**src/rtl/vector_register_file.sv**
```systemverilog
// Vector register file: REG_COUNT x LANES x LANE_WIDTH storage, two read ports, a masked write port,
// a busy scoreboard and a lane-serial load engine. Define VREG_WRITE_BYPASS_EN to forward same-cycle writes to reads.
module vector_register_file #(
  parameter int LANE_WIDTH = 8,
  parameter int LANES      = 4,
  parameter int REG_COUNT  = 8,
  localparam int SEL_W     = $clog2(REG_COUNT)
) (
  input  logic                        clk,
  input  logic                        reset,
  input  logic [SEL_W-1:0]            rSel1,
  input  logic [SEL_W-1:0]            rSel2,
  output logic [LANES*LANE_WIDTH-1:0] reg1Out,
  output logic [LANES*LANE_WIDTH-1:0] reg2Out,
  input  logic                        regWrEn,
  input  logic [SEL_W-1:0]            regToWrite,
  input  logic [LANES-1:0]            wrMask,
  input  logic [LANES*LANE_WIDTH-1:0] dataIn,
  input  logic                        reserveEn,
  input  logic [SEL_W-1:0]            reserveSel,
  output logic [REG_COUNT-1:0]        busy,
  input  logic                        ldStart,
  input  logic [SEL_W-1:0]            ldSel,
  input  logic                        ldValid,
  input  logic [LANE_WIDTH-1:0]       ldData,
  output logic                        ldReady,
  output logic                        ldDone
);

  localparam int CNT_W = $clog2(LANES);
  localparam int VW    = LANES * LANE_WIDTH;

  typedef enum logic {IDLE = 1'b0, LOAD = 1'b1} ld_state_e;

  ld_state_e              state_q, state_d;
  logic [CNT_W-1:0]       cnt_q, cnt_d;
  logic [SEL_W-1:0]       ld_sel_q, ld_sel_d;
  logic [REG_COUNT-1:0]   busy_q, busy_d;
  logic                   ld_ready_q, ld_ready_d;
  logic                   ld_done_q, ld_done_d;
  logic [VW-1:0]          mem_q [REG_COUNT];
  logic                   ld_beat_s, ld_last_s;
  logic [REG_COUNT-1:0]   wr_clr_s, ld_clr_s, ld_set_s, rsv_set_s;
  logic [VW-1:0]          rd1_s, rd2_s;

  assign ld_beat_s = (state_q == LOAD) && ldValid;
  assign ld_last_s = ld_beat_s && (cnt_q == CNT_W'(LANES - 1));

  // Load engine next state: capture target on start, advance one lane per valid beat.
  always_comb begin
    state_d   = state_q;
    cnt_d     = cnt_q;
    ld_sel_d  = ld_sel_q;
    ld_done_d = 1'b0;
    case (state_q)
      IDLE: begin
        if (ldStart) begin
          state_d  = LOAD;
          cnt_d    = '0;
          ld_sel_d = ldSel;
        end else begin
          state_d  = IDLE;
        end
      end
      LOAD: begin
        if (ld_last_s) begin
          state_d   = IDLE;
          cnt_d     = '0;
          ld_done_d = 1'b1;
        end else if (ld_beat_s) begin
          cnt_d = cnt_q + CNT_W'(1);
        end else begin
          state_d = LOAD;
        end
      end
      default: begin
        state_d = IDLE;
        cnt_d   = '0;
      end
    endcase
    ld_ready_d = (state_d == LOAD);
  end

  // Scoreboard: clears applied first so any same-cycle set wins; the loading register stays busy until its last beat.
  always_comb begin
    wr_clr_s  = (regWrEn && !((state_q == LOAD) && (regToWrite == ld_sel_q)))
              ? (REG_COUNT'(1) << regToWrite) : '0;
    ld_clr_s  = ld_last_s ? (REG_COUNT'(1) << ld_sel_q) : '0;
    ld_set_s  = ((state_q == IDLE) && ldStart) ? (REG_COUNT'(1) << ldSel) : '0;
    rsv_set_s = reserveEn ? (REG_COUNT'(1) << reserveSel) : '0;
    busy_d    = (busy_q & ~wr_clr_s & ~ld_clr_s) | ld_set_s | rsv_set_s;
  end

  // Control and scoreboard registers.
  always_ff @(posedge clk or negedge reset) begin
    if (!reset) begin
      state_q    <= IDLE;
      cnt_q      <= '0;
      ld_sel_q   <= '0;
      busy_q     <= '0;
      ld_ready_q <= 1'b0;
      ld_done_q  <= 1'b0;
    end else begin
      state_q    <= state_d;
      cnt_q      <= cnt_d;
      ld_sel_q   <= ld_sel_d;
      busy_q     <= busy_d;
      ld_ready_q <= ld_ready_d;
      ld_done_q  <= ld_done_d;
    end
  end

  // Lane storage: a load beat outranks a masked execution write on the same lane.
  always_ff @(posedge clk or negedge reset) begin
    if (!reset) begin
      for (int r = 0; r < REG_COUNT; r++) mem_q[r] <= '0;
    end else begin
      for (int r = 0; r < REG_COUNT; r++) begin
        for (int l = 0; l < LANES; l++) begin
          if (ld_beat_s && (ld_sel_q == SEL_W'(r)) && (cnt_q == CNT_W'(l)))
            mem_q[r][l*LANE_WIDTH +: LANE_WIDTH] <= ldData;
          else if (regWrEn && (regToWrite == SEL_W'(r)) && wrMask[l])
            mem_q[r][l*LANE_WIDTH +: LANE_WIDTH] <= dataIn[l*LANE_WIDTH +: LANE_WIDTH];
        end
      end
    end
  end

  // Read ports, optionally forwarding the in-flight writes lane by lane.
  always_comb begin
    rd1_s = mem_q[rSel1];
    rd2_s = mem_q[rSel2];
`ifdef VREG_WRITE_BYPASS_EN
    for (int l = 0; l < LANES; l++) begin
      if (ld_beat_s && (cnt_q == CNT_W'(l)) && (ld_sel_q == rSel1))
        rd1_s[l*LANE_WIDTH +: LANE_WIDTH] = ldData;
      else if (regWrEn && wrMask[l] && (regToWrite == rSel1))
        rd1_s[l*LANE_WIDTH +: LANE_WIDTH] = dataIn[l*LANE_WIDTH +: LANE_WIDTH];
      else
        rd1_s[l*LANE_WIDTH +: LANE_WIDTH] = mem_q[rSel1][l*LANE_WIDTH +: LANE_WIDTH];
      if (ld_beat_s && (cnt_q == CNT_W'(l)) && (ld_sel_q == rSel2))
        rd2_s[l*LANE_WIDTH +: LANE_WIDTH] = ldData;
      else if (regWrEn && wrMask[l] && (regToWrite == rSel2))
        rd2_s[l*LANE_WIDTH +: LANE_WIDTH] = dataIn[l*LANE_WIDTH +: LANE_WIDTH];
      else
        rd2_s[l*LANE_WIDTH +: LANE_WIDTH] = mem_q[rSel2][l*LANE_WIDTH +: LANE_WIDTH];
    end
`endif
  end

  assign reg1Out = rd1_s;
  assign reg2Out = rd2_s;
  assign busy    = busy_q;
  assign ldReady = ld_ready_q;
  assign ldDone  = ld_done_q;

endmodule

```
**config.mk**
```make
export PLATFORM = sky130hd
export DESIGN_NAME = vector_register_file
export DESIGN_NICKNAME = d
export VERILOG_FILES = /design/src/rtl/vector_register_file.sv
export SDC_FILE = /design/constraint.sdc
export NUM_CORES = 1
export LEC_CHECK = 0
export CAP_MARGIN = 40
export CORE_MARGIN = 4
export CORE_UTILIZATION = 59
export CTS_CLUSTER_SIZE = 14
export DETAILED_ROUTE_END_ITERATION = 10
export DONT_BUFFER_PORTS = 1
export GPL_TIMING_DRIVEN = 0
export PLACE_DENSITY_LB_ADDON = 0.1
export SYNTH_ARGS = -nofsm -noshare
export SYNTH_HDL_FRONTEND = slang
export SYNTH_SLANG_ARGS = --single-unit
```
**constraint.sdc**
```tcl
create_clock -name clk -period 2 [get_ports clk]
set_input_delay 0.4 -clock clk [delete_from_list [all_inputs] [get_ports clk]]
set_output_delay 0.4 -clock clk [all_outputs]
set_load 0.005 [all_outputs]
```
# Word-level counts from Yosys, hierarchy flattened
# Cells that the tools add are included.
[totals] regBits=271 input_bits=65 elab_cells=279
[classes] n_addsub=1 magnitude_cmp=2 n_eq_ne=20 shifts=4 mux=83 bitwise_logic=9 n_reduce_logical=123
[op_table] cell="8-bit two-way mux" count=68
[op_table] cell="32-bit binary-select mux with 3-bit select" count=2
[op_table] cell="32-bit two-way mux" count=4
[op_table] cell="1-bit logical AND" count=85
[op_table] cell="2-bit nonzero test" count=32
[op_table] cell="1-bit by 3-bit left shift with 8-bit output, first input constant" count=4
[op_table] cell="3-bit equality test, second input constant" count=8
[op_table] cell="8-bit bitwise AND" count=2
[op_table] cell="8-bit NOT" count=2
[op_table] cell="8-bit OR" count=2
[op_table] cell="3-bit by 2-bit equality test with 1-bit output, second input constant" count=4
[op_table] cell="4-bit >= comparator, second input constant" count=2
[op_table] cell="3-bit NOT with 4-bit output" count=2
[op_table] cell="3-bit by 1-bit equality test with 1-bit output, second input constant" count=2
[op_table] cell="3-bit logical NOT" count=2
[op_table] cell="2-bit two-way mux" count=3
[op_table] cell="2-bit equality test, second input constant" count=2
[op_table] cell="1-bit two-way mux" count=4
[op_table] cell="2-bit case mux with 2 select lines" count=1
[op_table] cell="2-bit AND reduction" count=2
[op_table] cell="3-bit equality test" count=1
[op_table] cell="3-bit by 1-bit inequality test with 1-bit output, second input constant" count=1
[op_table] cell="2-bit by 1-bit adder with 2-bit output, second input constant" count=1
[op_table] cell="2-bit by 1-bit equality test with 1-bit output, second input constant" count=1
[op_table] cell="5 further kinds" count=5

# Longest topological paths before layout
[depth] ltp_word=10 depth_mapped=6

# Worst setup path before layout
# Ideal clock, no wire load.
[synth_timing] path_kind="input port to output port" start="in rSel1[0]" end="out reg1Out[0]" t_arrival_ns=1.703 required_ns=1.600 path_slack_ns=-0.103 cell_stages=4 n_path_buf=2 cell_sequence="buf_2 > buf_2 > mux4_2 > mux2_2"
[synth_via] elab_chain_cells=4
[synth_lines] item="from (decl)" line_no="11" source="input logic [SEL_W-1:0] rSel1,"
[synth_lines] item="3-bit NOT with 4-bit output (not written as such)" line_no="131" source="rd1_s = mem_q[rSel1];"
[synth_lines] item="32-bit binary-select mux with 3-bit select" line_no="131"
[synth_lines] item="32-bit two-way mux (not written as such) (2 in a row)" line_no="131"
[synth_lines] item="to (decl)" line_no="13" source="output logic [LANES*LANE_WIDTH-1:0] reg1Out,"
# No other way between the ends. The select of a mux whose other input is x is not followed.

# Worst setup path after layout
[layout_timing] start="reg mem_q[135] (netlist name)" end="out reg2Out[7]"
[layout_via] elab_chain_cells=3
[layout_lines] item="from (decl)" line_no="41" source="logic [VW-1:0] mem_q [REG_COUNT];"
[layout_lines] item="from (signal, indexed assignment)" line_no="121" source="mem_q[r][l*LANE_WIDTH +: LANE_WIDTH] <= ldData;"
[layout_lines] item="from (signal, indexed assignment)" line_no="123" source="mem_q[r][l*LANE_WIDTH +: LANE_WIDTH] <= dataIn[l*LANE_WIDTH +: LANE_WIDTH];"
[layout_lines] item="32-bit binary-select mux with 3-bit select" line_no="132" source="rd2_s = mem_q[rSel2];"
[layout_lines] item="32-bit two-way mux (not written as such) (2 in a row)" line_no="132"
[layout_lines] item="to (decl)" line_no="14" source="output logic [LANES*LANE_WIDTH-1:0] reg2Out,"
# No other way between the ends. The select of a mux whose other input is x is not followed.

==> metrics.cfg <==
[outcome]
status=finished with violations
violations=negative hold slack, negative setup slack

[pwr]
p_per_area_nw_per_um2=1390
ir_drop_mv=0.930
p_leak_uw=0.00758

[detailed_routing]
wl_met1_mm=26.6
via_count=18400
drt-total-wl_mm=78.5
wl_met3_mm=12.6
avgViaCountPerCell=7.66
top_layer_used=met5
initialDrtViolationCount=3189
drc_errors=0
wl_per_cell_um=32.7
route.met2.wl_mm=32.4
dr.pass1.iters=9
ant_nets=0

[place]
place_congestion=1.00
io_buffer_count=0
pre_cts_slack_ns=-0.492
dp_hpwl_mm=54.0
post_dp_cell_area_um2=18600

[grt]
antenna_found_initial=0
grt_usage_pct=46.6
grt_max_degree=272
grt_pass1_wl_mm=116
grt_overflow=0
grt_pass1_vias=18200

[critical_path]
worstSetupPathType=reg2out
crit_start=mem_q[135]
cp.required_ns=1.60
critical-path-top-delay-family=multiplexers
end_kind=output port
start_kind=flop
slowest_stage=mux4_2
path_cells=mux4_2 > mux2_4
crit_path_max_fanout=3
cp.arrival_ns=1.86
rr_startpoint=ld_sel_q[1]
max_stage_delay_ns=0.54
path_buf_inv=0

[yosys]
syn_area_um2=17800
ys_ff_latch=271
syn_inst=1918
yosys_most_used_dff=dfrtp_1
synth_compound_area_share_pct=17.4
synthXorXnorAreaFrac_pct=0.147
synth-adder-area-share_pct=0.281
yosysWarningCount=0
synth_cell_types=43
syn-num-nets=1987
synth_edf_count=0
synth-simple-area-share_pct=17.1
async_flop_share_pct=100
synth_mux_area_share_pct=20.5
synth_top_family_by_area=multiplexers
ys_seq_area_share_pct=38.0
syn_avg_cell_area_um2=9.29

[min_path]
hold_class=in2async

[sta]
worstMarginPinSlew_ns=1.06
layout_setup_ws_ns=-0.255
hold_viol_final=271
slew-limit-headroom_pct=29.6
fin_setup_tns_ns=-11.76
slew_violations=0
grt_setup_unrepaired=yes
post-route-period-util_pct=113
hold_slack_ns=-0.498
setup_viol=74
fin_skew_ns=0.0130
finalCriticalPeriod_ns=2.26
fmaxAchievable_ghz=0.443

[clock_network]
max-clock-path-buffers=3
htreeDepth=1
cts_inserted_buffers=31
cts.sinks=271
cts_tree=yes
root_buffer=clkbuf_16
insertion_delay_ns=0.58
clkTransAtPathRegs_ns=0.07
holdBufCountCts=4

[layout]
post-route-util_pct=68.4
layout-drive-gt1-share_pct=23.7
nNetsFinal=2055
final_cell_mix=dfrtp_1, a31oi_1, nand2_1
syn2layout_area_growth_pct=14.1
finish.instance_area_um2=20300
final_common_cell=dfrtp_1

[floorplanning]
die_h_um=182
die_w_um=182
core.rowCount=63
core_um2=29700
die-area_um2=33100
pin_count=139
start_util_pct=60.0

[run]
cap_violations=0

-- worst reg2reg max path, cell delays in order (launching register included) --
cell and delay (ns):
dfrtp_2 0.46, nand2b_1 0.15, buf_2 0.32, clkbuf_4 0.35
buf_2 0.36, nor3_1 0.13, a31oi_1 0.21
-- through the flow --
stage | hold slack (ns) | total power [uW] | std cells
finish | -0.498 | 28400 | 2403
global route | -0.486 | 29300 | 2401
CTS | -0.483 | 27400 | 2398
detailed placement | 0.113 | 20500 | 2325
global placement | 0.114 | 20000 | 2308
floorplan | 0.104 | 17000 | 1918
-- timing repair --
| item | CTS | global route |
|---|---|---|
| setup buffers | 12 | 10 |
| hold endpoints to repair | 276 | 271 |
| pin swaps | 2 | 1 |
| endpoints found under the setup margin | 243 | 267 |
| gates resized for setup | 108 | 58 |
-- layer usage --
metal / up-vias / GRT usage (%)
li1: 7317 / -
met1: 8830 / 59.7
met2: 1764 / 65.7
met3: 489 / 17.8
met4: 2 / 31.2
met5: - / 1.19
-- final timing paths --
check,slack [ns],end,depth (start not counted)
worst max-delay path,-0.26,reg2Out[7],2
worst min-delay path,-0.50,mem_q[210],0
worst max register to register,-0.06,mem_q[73],6
worst min register to register,0.57,mem_q[13],2
max in group asynchronous,2.02,mem_q[194],0
min in group clk,0.01,mem_q[217],2
-- area by class of cell --
type                       count  area, um2
multi-input combinational   1370      10100
fill                        2359       9380
sequential                   271       6780
buffer                       261       1360
clock buffer                  47        926
tap                          390        488
timing repair buffer          44        430
clock inverter                11        188
inverter                       7       26.3
antenna                        2       5.00
-- synthesized netlist by cell type, types with 32 or more instances --
cell type	number	area, um2
a31oi_1	257	1610
and2_1	32	200
buf_2	98	490
clkbuf_1	160	601
dfrtp_1	271	6780
mux2_2	67	754
mux4_2	128	2880
nand2_1	257	965
nor3_1	256	1280
o21ai_0	226	1130
o21ai_1	45	225
or2_2	32	200
-- power breakdown --
part	internal (uW)	leakage, uW	switching, uW
sequential	8180	0.00331	2200
clock	3820	0.000550	2490
combinational	5470	0.00372	6180
total	17500	0.00758	10900
-- sequential cells by signal, indices dropped and copies added, names as in the netlist --
name      count
busy          8
ld_sel_q      3
mem_q       256
ldDone        1
ldReady       1
cnt_q         2
-- cells by family after synthesis --
logic type / count (synthesis)
XOR/XNOR: 3
flip-flops: 271
AO/OA/AOI/OAI: 545
AND/OR/NAND/NOR: 622
buffers and inverters: 277
multiplexers: 196
adder cells (fa/ha/maj): 4
Note: power is estimated with default switching activity, not from simulation.
